[config.mk]
export PLATFORM = sky130hd
export DESIGN_NAME = gelu_poly_combiner_flat
export DESIGN_NICKNAME = d
export VERILOG_FILES = /design/src/rtl/gelu_poly_combiner_if.sv /design/src/rtl/gelu_poly_combiner.sv /design/src/flat_wrapper.sv
export SDC_FILE = /design/constraint.sdc
export NUM_CORES = 1
export LEC_CHECK = 0
export CAP_MARGIN = 20
export CORE_ASPECT_RATIO = 0.7
export CORE_UTILIZATION = 53
export CTS_BUF_LIST = sky130_fd_sc_hd__clkbuf_16
export CTS_CLUSTER_DIAMETER = 150
export DETAILED_ROUTE_END_ITERATION = 8
export GPL_ROUTABILITY_DRIVEN = 0
export GPL_TIMING_DRIVEN = 0
export PLACE_DENSITY = 0.75
export SYNTH_ARGS = -nofsm -noshare
export SYNTH_HDL_FRONTEND = slang
export SYNTH_SLANG_ARGS = --single-unit
export TNS_END_PERCENT = 50
[constraint.sdc]
create_clock -name clk -period 6.4 [get_ports clk]
set_input_delay 1.28 -clock clk [delete_from_list [all_inputs] [get_ports clk]]
set_output_delay 1.28 -clock clk [all_outputs]
set_load 0.01 [all_outputs]
[src/rtl/gelu_poly_combiner_if.sv]
// Sample and handshake bundle between the cubic stage, the tanh-argument
// combiner and the downstream tanh / final-multiply stage.
interface gelu_poly_combiner_if #(
   parameter int DATA_WIDTH = 24,
   parameter int FIFO_DEPTH = 4
);
   logic [DATA_WIDTH-1:0]         x_in;
   logic                          x_valid;
   logic [DATA_WIDTH-1:0]         cubed_in;
   logic                          cubed_valid;
   logic                          cubed_ovf;
   logic [DATA_WIDTH-1:0]         u_out;
   logic [DATA_WIDTH-1:0]         x_out;
   logic                          valid_out;
   logic                          ovf_out;
   logic [$clog2(FIFO_DEPTH):0]   fifo_level;
   logic                          err_overrun;
   logic                          err_underrun;

   modport master (
      output x_in, x_valid, cubed_in, cubed_valid, cubed_ovf,
      input  u_out, x_out, valid_out, ovf_out, fifo_level, err_overrun, err_underrun
   );

   modport slave (
      input  x_in, x_valid, cubed_in, cubed_valid, cubed_ovf,
      output u_out, x_out, valid_out, ovf_out, fifo_level, err_overrun, err_underrun
   );
endinterface

[src/rtl/gelu_poly_combiner.sv]
// Aligns raw x with its later x^3 and forms the GELU tanh argument
// u = C1*x + C2*x^3 in Q8.16 through a two-stage multiply/add pipeline.
module gelu_poly_combiner #(
   parameter int                    DATA_WIDTH = 24,
   parameter int                    FRAC_BITS  = 16,
   parameter int                    FIFO_DEPTH = 4,
   parameter logic [DATA_WIDTH-1:0] C1         = 24'h00CC42,
   parameter logic [DATA_WIDTH-1:0] C2         = 24'h000922
) (
   input  logic                   clk,
   input  logic                   rst_n,
   gelu_poly_combiner_if.slave    bus
);
   localparam int AW = $clog2(FIFO_DEPTH);
   localparam int LW = AW + 1;
   localparam int PW = 2 * DATA_WIDTH;

   logic [DATA_WIDTH-1:0]  mem_r [FIFO_DEPTH];
   logic [AW-1:0]          wr_ptr_r;
   logic [AW-1:0]          rd_ptr_r;
   logic [LW-1:0]          level_r;
   logic                   full_s;
   logic                   empty_s;
   logic                   push_s;
   logic                   pop_s;
   logic [DATA_WIDTH-1:0]  head_s;

   logic signed [PW-1:0]   p1_s;
   logic signed [PW-1:0]   p2_s;
   logic signed [PW-1:0]   p1_r;
   logic signed [PW-1:0]   p2_r;
   logic [DATA_WIDTH-1:0]  x1_r;
   logic                   v1_r;
   logic                   ovf1_r;

   logic signed [PW:0]     sum_s;
   logic signed [PW:0]     shr_s;
   logic [PW-DATA_WIDTH+1:0] hi_s;
   logic                   sat_s;
   logic [DATA_WIDTH-1:0]  u_next_s;

   logic [DATA_WIDTH-1:0]  u_r;
   logic [DATA_WIDTH-1:0]  x_r;
   logic                   valid_r;
   logic                   ovf_r;
   logic                   overrun_r;
   logic                   underrun_r;

   // A pop frees its slot before the push lands, so push-while-full is accepted if a pop coincides.
   assign full_s  = (level_r == LW'(FIFO_DEPTH));
   assign empty_s = (level_r == {LW{1'b0}});
   assign pop_s   = bus.cubed_valid & ~empty_s;
   assign push_s  = bus.x_valid & (~full_s | pop_s);
   assign head_s  = mem_r[rd_ptr_r];

   assign p1_s = $signed({{DATA_WIDTH{head_s[DATA_WIDTH-1]}}, head_s})
               * $signed({{DATA_WIDTH{C1[DATA_WIDTH-1]}}, C1});
   assign p2_s = $signed({{DATA_WIDTH{bus.cubed_in[DATA_WIDTH-1]}}, bus.cubed_in})
               * $signed({{DATA_WIDTH{C2[DATA_WIDTH-1]}}, C2});

   // Sum, floor-shift to Q8.16, then clamp when the upper bits are not a pure sign extension.
   assign sum_s    = {p1_r[PW-1], p1_r} + {p2_r[PW-1], p2_r};
   assign shr_s    = sum_s >>> FRAC_BITS;
   assign hi_s     = shr_s[PW:DATA_WIDTH-1];
   assign sat_s    = ~((&hi_s) | ~(|hi_s));
   assign u_next_s = sat_s ? (shr_s[PW] ? {1'b1, {(DATA_WIDTH-1){1'b0}}}
                                        : {1'b0, {(DATA_WIDTH-1){1'b1}}})
                           : shr_s[DATA_WIDTH-1:0];

   // Alignment storage; data words need no reset because level_r gates every read.
   always_ff @(posedge clk) begin
      if (push_s) begin
         mem_r[wr_ptr_r] <= bus.x_in;
      end
   end

   // FIFO pointers, occupancy and sticky error flags.
   always_ff @(posedge clk or negedge rst_n) begin
      if (!rst_n) begin
         wr_ptr_r   <= {AW{1'b0}};
         rd_ptr_r   <= {AW{1'b0}};
         level_r    <= {LW{1'b0}};
         overrun_r  <= 1'b0;
         underrun_r <= 1'b0;
      end else begin
         if (push_s) wr_ptr_r <= wr_ptr_r + {{(AW-1){1'b0}}, 1'b1};
         if (pop_s)  rd_ptr_r <= rd_ptr_r + {{(AW-1){1'b0}}, 1'b1};
         level_r <= level_r + {{AW{1'b0}}, push_s} - {{AW{1'b0}}, pop_s};
         if (bus.x_valid & full_s & ~bus.cubed_valid) overrun_r  <= 1'b1;
         if (bus.cubed_valid & empty_s)               underrun_r <= 1'b1;
      end
   end

   // Stage 1: coefficient products for the popped sample.
   always_ff @(posedge clk or negedge rst_n) begin
      if (!rst_n) begin
         p1_r   <= {PW{1'b0}};
         p2_r   <= {PW{1'b0}};
         x1_r   <= {DATA_WIDTH{1'b0}};
         v1_r   <= 1'b0;
         ovf1_r <= 1'b0;
      end else begin
         v1_r <= pop_s;
         if (pop_s) begin
            p1_r   <= p1_s;
            p2_r   <= p2_s;
            x1_r   <= head_s;
            ovf1_r <= bus.cubed_ovf;
         end
      end
   end

   // Stage 2: saturated sum; data outputs hold between valid samples.
   always_ff @(posedge clk or negedge rst_n) begin
      if (!rst_n) begin
         u_r     <= {DATA_WIDTH{1'b0}};
         x_r     <= {DATA_WIDTH{1'b0}};
         valid_r <= 1'b0;
         ovf_r   <= 1'b0;
      end else begin
         valid_r <= v1_r;
         if (v1_r) begin
            u_r   <= u_next_s;
            x_r   <= x1_r;
            ovf_r <= ovf1_r | sat_s;
         end
      end
   end

   assign bus.u_out        = u_r;
   assign bus.x_out        = x_r;
   assign bus.valid_out    = valid_r;
   assign bus.ovf_out      = ovf_r;
   assign bus.fifo_level   = level_r;
   assign bus.err_overrun  = overrun_r;
   assign bus.err_underrun = underrun_r;
endmodule

[src/flat_wrapper.sv]
// flat-port wrapper written by rule: the top's interface ports become plain ports
module gelu_poly_combiner_flat 
#(
   parameter int                    DATA_WIDTH = 24,
   parameter int                    FRAC_BITS  = 16,
   parameter int                    FIFO_DEPTH = 4,
   parameter logic [DATA_WIDTH-1:0] C1         = 24'h00CC42,
   parameter logic [DATA_WIDTH-1:0] C2         = 24'h000922
)
  (clk, rst_n, bus_x_in, bus_x_valid, bus_cubed_in, bus_cubed_valid, bus_cubed_ovf, bus_u_out, bus_x_out, bus_valid_out, bus_ovf_out, bus_fifo_level, bus_err_overrun, bus_err_underrun);
  gelu_poly_combiner_if #(.DATA_WIDTH(DATA_WIDTH), .FIFO_DEPTH(FIFO_DEPTH)) bus_i ();
  input  logic clk;
  input  logic rst_n;
  input wire logic [$bits(bus_i.x_in)-1:0] bus_x_in;
  input wire logic [$bits(bus_i.x_valid)-1:0] bus_x_valid;
  input wire logic [$bits(bus_i.cubed_in)-1:0] bus_cubed_in;
  input wire logic [$bits(bus_i.cubed_valid)-1:0] bus_cubed_valid;
  input wire logic [$bits(bus_i.cubed_ovf)-1:0] bus_cubed_ovf;
  output wire logic [$bits(bus_i.u_out)-1:0] bus_u_out;
  output wire logic [$bits(bus_i.x_out)-1:0] bus_x_out;
  output wire logic [$bits(bus_i.valid_out)-1:0] bus_valid_out;
  output wire logic [$bits(bus_i.ovf_out)-1:0] bus_ovf_out;
  output wire logic [$bits(bus_i.fifo_level)-1:0] bus_fifo_level;
  output wire logic [$bits(bus_i.err_overrun)-1:0] bus_err_overrun;
  output wire logic [$bits(bus_i.err_underrun)-1:0] bus_err_underrun;
  assign bus_i.x_in = bus_x_in;
  assign bus_i.x_valid = bus_x_valid;
  assign bus_i.cubed_in = bus_cubed_in;
  assign bus_i.cubed_valid = bus_cubed_valid;
  assign bus_i.cubed_ovf = bus_cubed_ovf;
  assign bus_u_out = bus_i.u_out;
  assign bus_x_out = bus_i.x_out;
  assign bus_valid_out = bus_i.valid_out;
  assign bus_ovf_out = bus_i.ovf_out;
  assign bus_fifo_level = bus_i.fifo_level;
  assign bus_err_overrun = bus_i.err_overrun;
  assign bus_err_underrun = bus_i.err_underrun;
  gelu_poly_combiner #(.DATA_WIDTH(DATA_WIDTH), .FRAC_BITS(FRAC_BITS), .FIFO_DEPTH(FIFO_DEPTH), .C1(C1), .C2(C2)) u_core (.clk(clk), .rst_n(rst_n), .bus(bus_i));
endmodule
**Word level (Yosys, flattened, before mapping)**

Memory sizes are Yosys's and may differ from the RTL's.
Cells that the tools add are included.

- Word-level logic and storage cells: 43
- Flip-flop bits (word level): 161
- RAM bits: 96
- Memories: 1
- Input bits: 53
- Output and inout port bits: 55

Memories:

| memory | depth | width | read ports | clocked after memory_dff | write ports | line | text |
|---|---|---|---|---|---|---|---|
| u_core.mem_r | 4 | 24 | 1 | 0 | 1 | gelu_poly_combiner.sv:18 | `logic [DATA_WIDTH-1:0] mem_r [FIFO_DEPTH];` |

- Add/subtract/negate cells: 5
- Eq/ne operators: 1
- Multipliers: 2
- Bitwise logic cells: 13
- Reductions and logical operators: 3
- Muxes and demuxes: 4

Operators with widths:

| cell | count |
|---|---|
| two-way mux 24 bit | 2 |
| adder 41 x 37 -> 42 bit | 1 |
| multiplier 24 x 16 -> 40 bit (second input constant) | 1 |
| multiplier 24 x 12 -> 36 bit (second input constant) | 1 |
| AND reduction 10 bit | 1 |
| OR reduction 10 bit | 1 |
| AND 1 bit | 5 |
| NOT 1 bit | 5 |
| adder 2 x 1 -> 2 bit (second input constant) | 2 |
| adder 3 x 1 -> 3 bit | 1 |
| == test 3 bit (second input constant) | 1 |
| zero test 3 bit | 1 |
| OR 1 bit | 3 |
| subtractor 3 x 1 -> 3 bit | 1 |
| two-way mux 1 bit | 2 |

**Longest topological paths before layout**

- Depth in word-level cells: 7
- Gate-level depth with buffers: 25

**Worst setup path before layout**

Ideal clock, no wire load.

- Path kind: flip-flop to flip-flop
- Start point: register u_core.rd_ptr_r[0]
- End point: register u_core.p1_r[39]
- Period minus slack after synthesis: 6.532 ns
- Data required time: 6.331 ns
- Stages on the path, launching flop included: 22
- Arrival time: 6.463 ns
- Setup time: 0.069 ns
- Slack: -0.132 ns
- Cells stage by stage: dfrtp_1 -> buf_4 -> buf_1 -> mux4_2 -> ha_1 -> inv_1 -> fa_1 -> inv_1 -> fa_1 -> fa_1 -> fa_1 -> ha_1 -> ha_1 -> and4_4 -> a21o_1 -> a311o_1 -> a31oi_4 -> a211oi_2 -> o21ai_1 -> a211oi_1 -> or4_1 -> nand3_1

- Longest elaborated chain between the ends: 2

Ends and longest elaborated chain:

| what | line | text |
|---|---|---|
| from (decl) | gelu_poly_combiner.sv:20 | `logic [AW-1:0] rd_ptr_r;` |
| from (signal assigned) | gelu_poly_combiner.sv:81 | `rd_ptr_r <= {AW{1'b0}};` |
| from (signal assigned) | gelu_poly_combiner.sv:87 | `if (pop_s) rd_ptr_r <= rd_ptr_r + {{(AW-1){1'b0}}, 1'b1};` |
| memory read (4 x 24 bit) | - |  |
| net u_core.head_s[1] | gelu_poly_combiner.sv:26 | `logic [DATA_WIDTH-1:0] head_s;` |
| multiplier 24 x 16 -> 40 bit | gelu_poly_combiner.sv:57 | `* $signed({{DATA_WIDTH{C1[DATA_WIDTH-1]}}, C1});` |
| to (signal assigned) | gelu_poly_combiner.sv:97 | `p1_r <= {PW{1'b0}};` |
| to (signal assigned) | gelu_poly_combiner.sv:105 | `p1_r <= p1_s;` |
| to (decl) | gelu_poly_combiner.sv:30 | `logic signed [PW-1:0] p1_r;` |

The timed path passes the listed nets, and every way through them passes these cells.
A chain may end at the register's enable or synchronous reset.

**Final worst setup path**

- Start point: register u_core.rd_ptr_r[0]
- End point: register u_core.p1_r[33]

Same word-level chain as after synthesis.

==> results.rst <==
.. list-table::
   :header-rows: 1

   * - Metric
     - Value
   * - Ys async rst share
     - 61.90%
   * - Clock Tree Buf Depth
     - 3
   * - Period Utilization, post-route
     - 97.73%
   * - Worst setup path startpoint
     - u_core.rd_ptr_r[0]$_DFFE_PN0P_
   * - Vias in the first global route
     - 14.90k
   * - Non-filler cells, final
     - 2570
   * - Area added between synthesis and finish
     - 15.17%
   * - CP arrival
     - 6.66 ns
   * - TritonCTS clock tree
     - yes
   * - Failing checks
     - design-rule violations
   * - Clock latency reported for the late side of the worst-skew pair
     - 0.55 ns
   * - Cts bufs inserted
     - 24
   * - Run status
     - complete, but fails checks
   * - Actual transition at the worst max-transition pin
     - 0.9770 ns
   * - Required time reported for the critical path endpoint
     - 6.81 ns
   * - Post-layout util
     - 62.94%
   * - H-tree levels
     - 1
   * - Post-Layout Inst Area
     - 22930 um^2
   * - Cells after DPL
     - 2500
   * - Final routed DRC violation total
     - 4
   * - Worst slew margin relative to its limit
     - 34.87%
   * - Via count of the routed design
     - 15.16k
   * - Die Y
     - 164.2 um
   * - Flop2flop setup slack
     - 0.15 ns
   * - Cells after Synth
     - 1908
   * - Number of placement rows
     - 58
   * - Average wire length per cell after detail routing
     - 19.22 um
   * - Area of the mapped netlist
     - 19910 um^2
   * - Commonest cells after routing, fill and taps aside
     - 237 x sky130_fd_sc_hd__nand2_1, 237 x sky130_fd_sc_hd__ha_1, 174 x sky130_fd_sc_hd__inv_1
   * - Drt via density
     - 5.900
   * - Mean Syn Cell Area
     - 10.43 um^2
   * - Kind of end point of the critical path
     - flip-flop
   * - Clock root cell
     - sky130_fd_sc_hd__clkbuf_16
   * - Xor and xnor fraction of the mapped netlist area
     - 5.059%
   * - Number of antenna violations at the first check in global routing
     - 1
   * - Final wirelength
     - 49.40 mm
   * - CP max FO
     - 8
   * - Die Outline Area
     - 38360 um^2
   * - Compound-cell area share of the yosys netlist
     - 13.74%
   * - Slew Viols, Final
     - 0
   * - Number of sinks on the clock net
     - 252
   * - Number of nets in the finished design
     - 2491
   * - Number of buffers inserted by hold repair at cts
     - 0
   * - Iteration-0 DRC Markers
     - 1259
   * - End of the worst register-to-register path
     - u_core.p1_r[33]$_DFFE_PN0P_
   * - Remaining Overflow, GRT
     - 0
   * - Net Count, Synth
     - 2326
   * - WS Path Type
     - reg -> reg
   * - Reg2reg path depth
     - 21
   * - GRT Total Usage
     - 26.03%
   * - Number of distinct standard cells referenced by the synthesized netlist
     - 76
   * - Combinational family with the most area after synthesis
     - adder cells
   * - Number of failing hold endpoints at the final stage
     - 0
   * - Layout cells sized above 1
     - 9.426%
   * - Total negative slack
     - 0 ns
   * - Initial cell density of the core
     - 54.65%
   * - Antenna cell count
     - 0
   * - Count of maximum capacitance violations
     - 0
   * - Total of buffers placed on input and output ports
     - 107
   * - Critical path endpoint
     - u_core.p1_r[33]$_DFFE_PN0P_
   * - Placeable core region
     - 36430 um^2
   * - Setup clock skew after layout
     - 0.01853 ns
   * - Post-synthesis mux area share
     - 4.871%
   * - Share of synthesized cell area in full adder, half adder and majority cells
     - 27.39%
   * - Number of detailed-route iterations in the first pass
     - 9
   * - Flip-flop and latch count after synthesis
     - 252
   * - Share of synthesized cell area in and, or, nand and nor gates
     - 10.35%
   * - R2r startpoint
     - u_core.rd_ptr_r[0]$_DFFE_PN0P_
   * - Main synth FF type
     - sky130_fd_sc_hd__dfrtp_1
   * - Worst hold path stage count
     - 0
   * - Finish-stage setup viols
     - 0
   * - DP Area
     - 21700 um^2
   * - Number of nets with antenna violations after detailed routing
     - 0
   * - Final HPWL DP
     - 37.77 mm
   * - Count of filler cells inserted in the layout
     - 2949
   * - Register area share after synthesis
     - 34.09%
   * - Time the worst path needs with I/O delays and setup
     - 6.255 ns
   * - Hold WC Path Type
     - reg -> reg
   * - Maximum number of pins on one net before global-route repair
     - 92
   * - Number of flops mapped to enable cells by yosys
     - 96
   * - Clock transition at the registers of the reported paths
     - 0.07 ns
   * - Warning count from the yosys run
     - 0
   * - I/O pins
     - 108
   * - Die width
     - 233.7 um
   * - First-pass GRT wire length
     - 78.24 mm
   * - Worst setup SP type
     - flip-flop
   * - Maximum clock frequency
     - 0.1599 GHz
## registers in the layout, indices dropped and copies added, names as in the netlist
register / flops
u_core.wr_ptr_r: 2
u_core.ovf1_r: 1
u_core.bus.fifo_level: 3
u_core.bus.err_overrun: 1
u_core.bus.x_out: 24
u_core.bus.u_out: 24
u_core.x1_r: 24
u_core.p1_r: 35
u_core.v1_r: 1
u_core.p2_r: 36
u_core.mem_r: 96
u_core.bus.err_underrun: 1
u_core.rd_ptr_r: 2
u_core.bus.ovf_out: 1
u_core.bus.valid_out: 1
## cell type report
class | count | area, um^2 | area share (%)
clock inverters | 18 | 105.1 | 0.4584
repair buffers | 139 | 1391 | 6.068
multi-input cells | 1425 | 12470 | 54.37
flip-flops and latches | 252 | 6787 | 29.60
inverters | 171 | 641.9 | 2.799
clock buffers | 25 | 625.6 | 2.728
plain buffers | 60 | 311.5 | 1.359
well taps | 480 | 600.6 | 2.619
## synthesized netlist by cell type, types with 15 or more instances
cell | n | area (um^2)
sky130_fd_sc_hd__clkbuf_1 | 42 | 157.7
sky130_fd_sc_hd__a21o_1 | 54 | 405.4
sky130_fd_sc_hd__xor2_1 | 37 | 324.1
sky130_fd_sc_hd__nand3_1 | 34 | 170.2
sky130_fd_sc_hd__ha_1 | 247 | 3090
sky130_fd_sc_hd__xnor2_1 | 78 | 683.2
sky130_fd_sc_hd__o21ai_0 | 107 | 535.5
sky130_fd_sc_hd__mux2_2 | 32 | 360.4
sky130_fd_sc_hd__edfxtp_1 | 96 | 2883
sky130_fd_sc_hd__nor3_1 | 23 | 115.1
sky130_fd_sc_hd__nor2_1 | 83 | 311.6
sky130_fd_sc_hd__nand2_1 | 237 | 889.6
sky130_fd_sc_hd__and3_1 | 15 | 93.84
sky130_fd_sc_hd__a21oi_2 | 20 | 175.2
sky130_fd_sc_hd__inv_1 | 169 | 634.4
sky130_fd_sc_hd__mux4_2 | 23 | 518.0
sky130_fd_sc_hd__dfrtp_1 | 156 | 3904
sky130_fd_sc_hd__a21oi_1 | 97 | 485.5
sky130_fd_sc_hd__fa_1 | 118 | 2362
sky130_fd_sc_hd__a211oi_1 | 18 | 135.1
## critical path, stage by stage, from the launching register on
cell and delay, ns:
sky130_fd_sc_hd__dfrtp_1 0.38, sky130_fd_sc_hd__buf_8 0.13, sky130_fd_sc_hd__buf_12 0.13, sky130_fd_sc_hd__mux4_2 0.61
sky130_fd_sc_hd__ha_4 0.30, sky130_fd_sc_hd__inv_1 0.07, sky130_fd_sc_hd__fa_1 0.52, sky130_fd_sc_hd__inv_1 0.05
sky130_fd_sc_hd__fa_2 0.53, sky130_fd_sc_hd__fa_2 0.43, sky130_fd_sc_hd__fa_1 0.56, sky130_fd_sc_hd__ha_4 0.23
sky130_fd_sc_hd__ha_4 0.26, sky130_fd_sc_hd__and4_4 0.19, sky130_fd_sc_hd__a21o_1 0.18, sky130_fd_sc_hd__a311o_2 0.42
sky130_fd_sc_hd__a31oi_4 0.22, sky130_fd_sc_hd__a211oi_4 0.12, sky130_fd_sc_hd__or3_1 0.36, sky130_fd_sc_hd__a21oi_1 0.18
sky130_fd_sc_hd__xor2_1 0.18, sky130_fd_sc_hd__o21ai_1 0.08
## worst min path at each step
stage,from,to,slack (ns)
2_1_floorplan,u_core.v1_r$_DFF_PN0_,u_core.bus.valid_out$_DFF_PN0_,0.35
3_3_place_gp,u_core.v1_r$_DFF_PN0_,u_core.bus.valid_out$_DFF_PN0_,0.36
4_1_cts,u_core.v1_r$_DFF_PN0_,u_core.bus.valid_out$_DFF_PN0_,0.38
6_report,u_core.v1_r$_DFF_PN0_,u_core.bus.valid_out$_DFF_PN0_,0.38
3_5_place_dp,u_core.v1_r$_DFF_PN0_,u_core.bus.valid_out$_DFF_PN0_,0.37
5_1_grt,u_core.v1_r$_DFF_PN0_,u_core.bus.valid_out$_DFF_PN0_,0.40
## per-layer routing
| layer | GRT usage [%] | vias up | wire length (um) |
|---|---|---|---|
| met5 | 0 | - | 0 |
| met4 | 4.929 | 0 | 936 |
| met3 | 4.618 | 75 | 3465 |
| met2 | 40.36 | 488 | 22220 |
| met1 | 38.34 | 7547 | 22770 |
| li1 | - | 7054 | - |
## repair_timing
action	4_1_cts	5_1_grt
setup endpoints to repair	13	12
endpoints found under the hold margin	0	0
pin swaps	4	16
resized for setup	22	29
buffers inserted	11	16
## stage by stage
| stage | setup WS (ns) | hold slack [ns] |
|---|---|---|
| finish | 0.1452 | 0.3807 |
| CTS | 0.0004254 | 0.3840 |
| global route | -0.06739 | 0.4008 |
| detailed placement | -0.4817 | 0.3680 |
| global placement | -2.290 | 0.3573 |
| floorplan | 0.1470 | 0.3519 |
## kinds of logic (layout without fill, tap and decap cells)
group           count (synthesis)  after routing
compound gates                419            419
flops                         252            252
mux                            64             64
fa+ha+maj                     365            365
buf+inv                       231            413
xor+xnor                      115            115
simple gates                  462            462
Power is left out: the tool's default activity adds up to more than one toggle a clock period on the data nets, which glitch-free logic cannot reach.
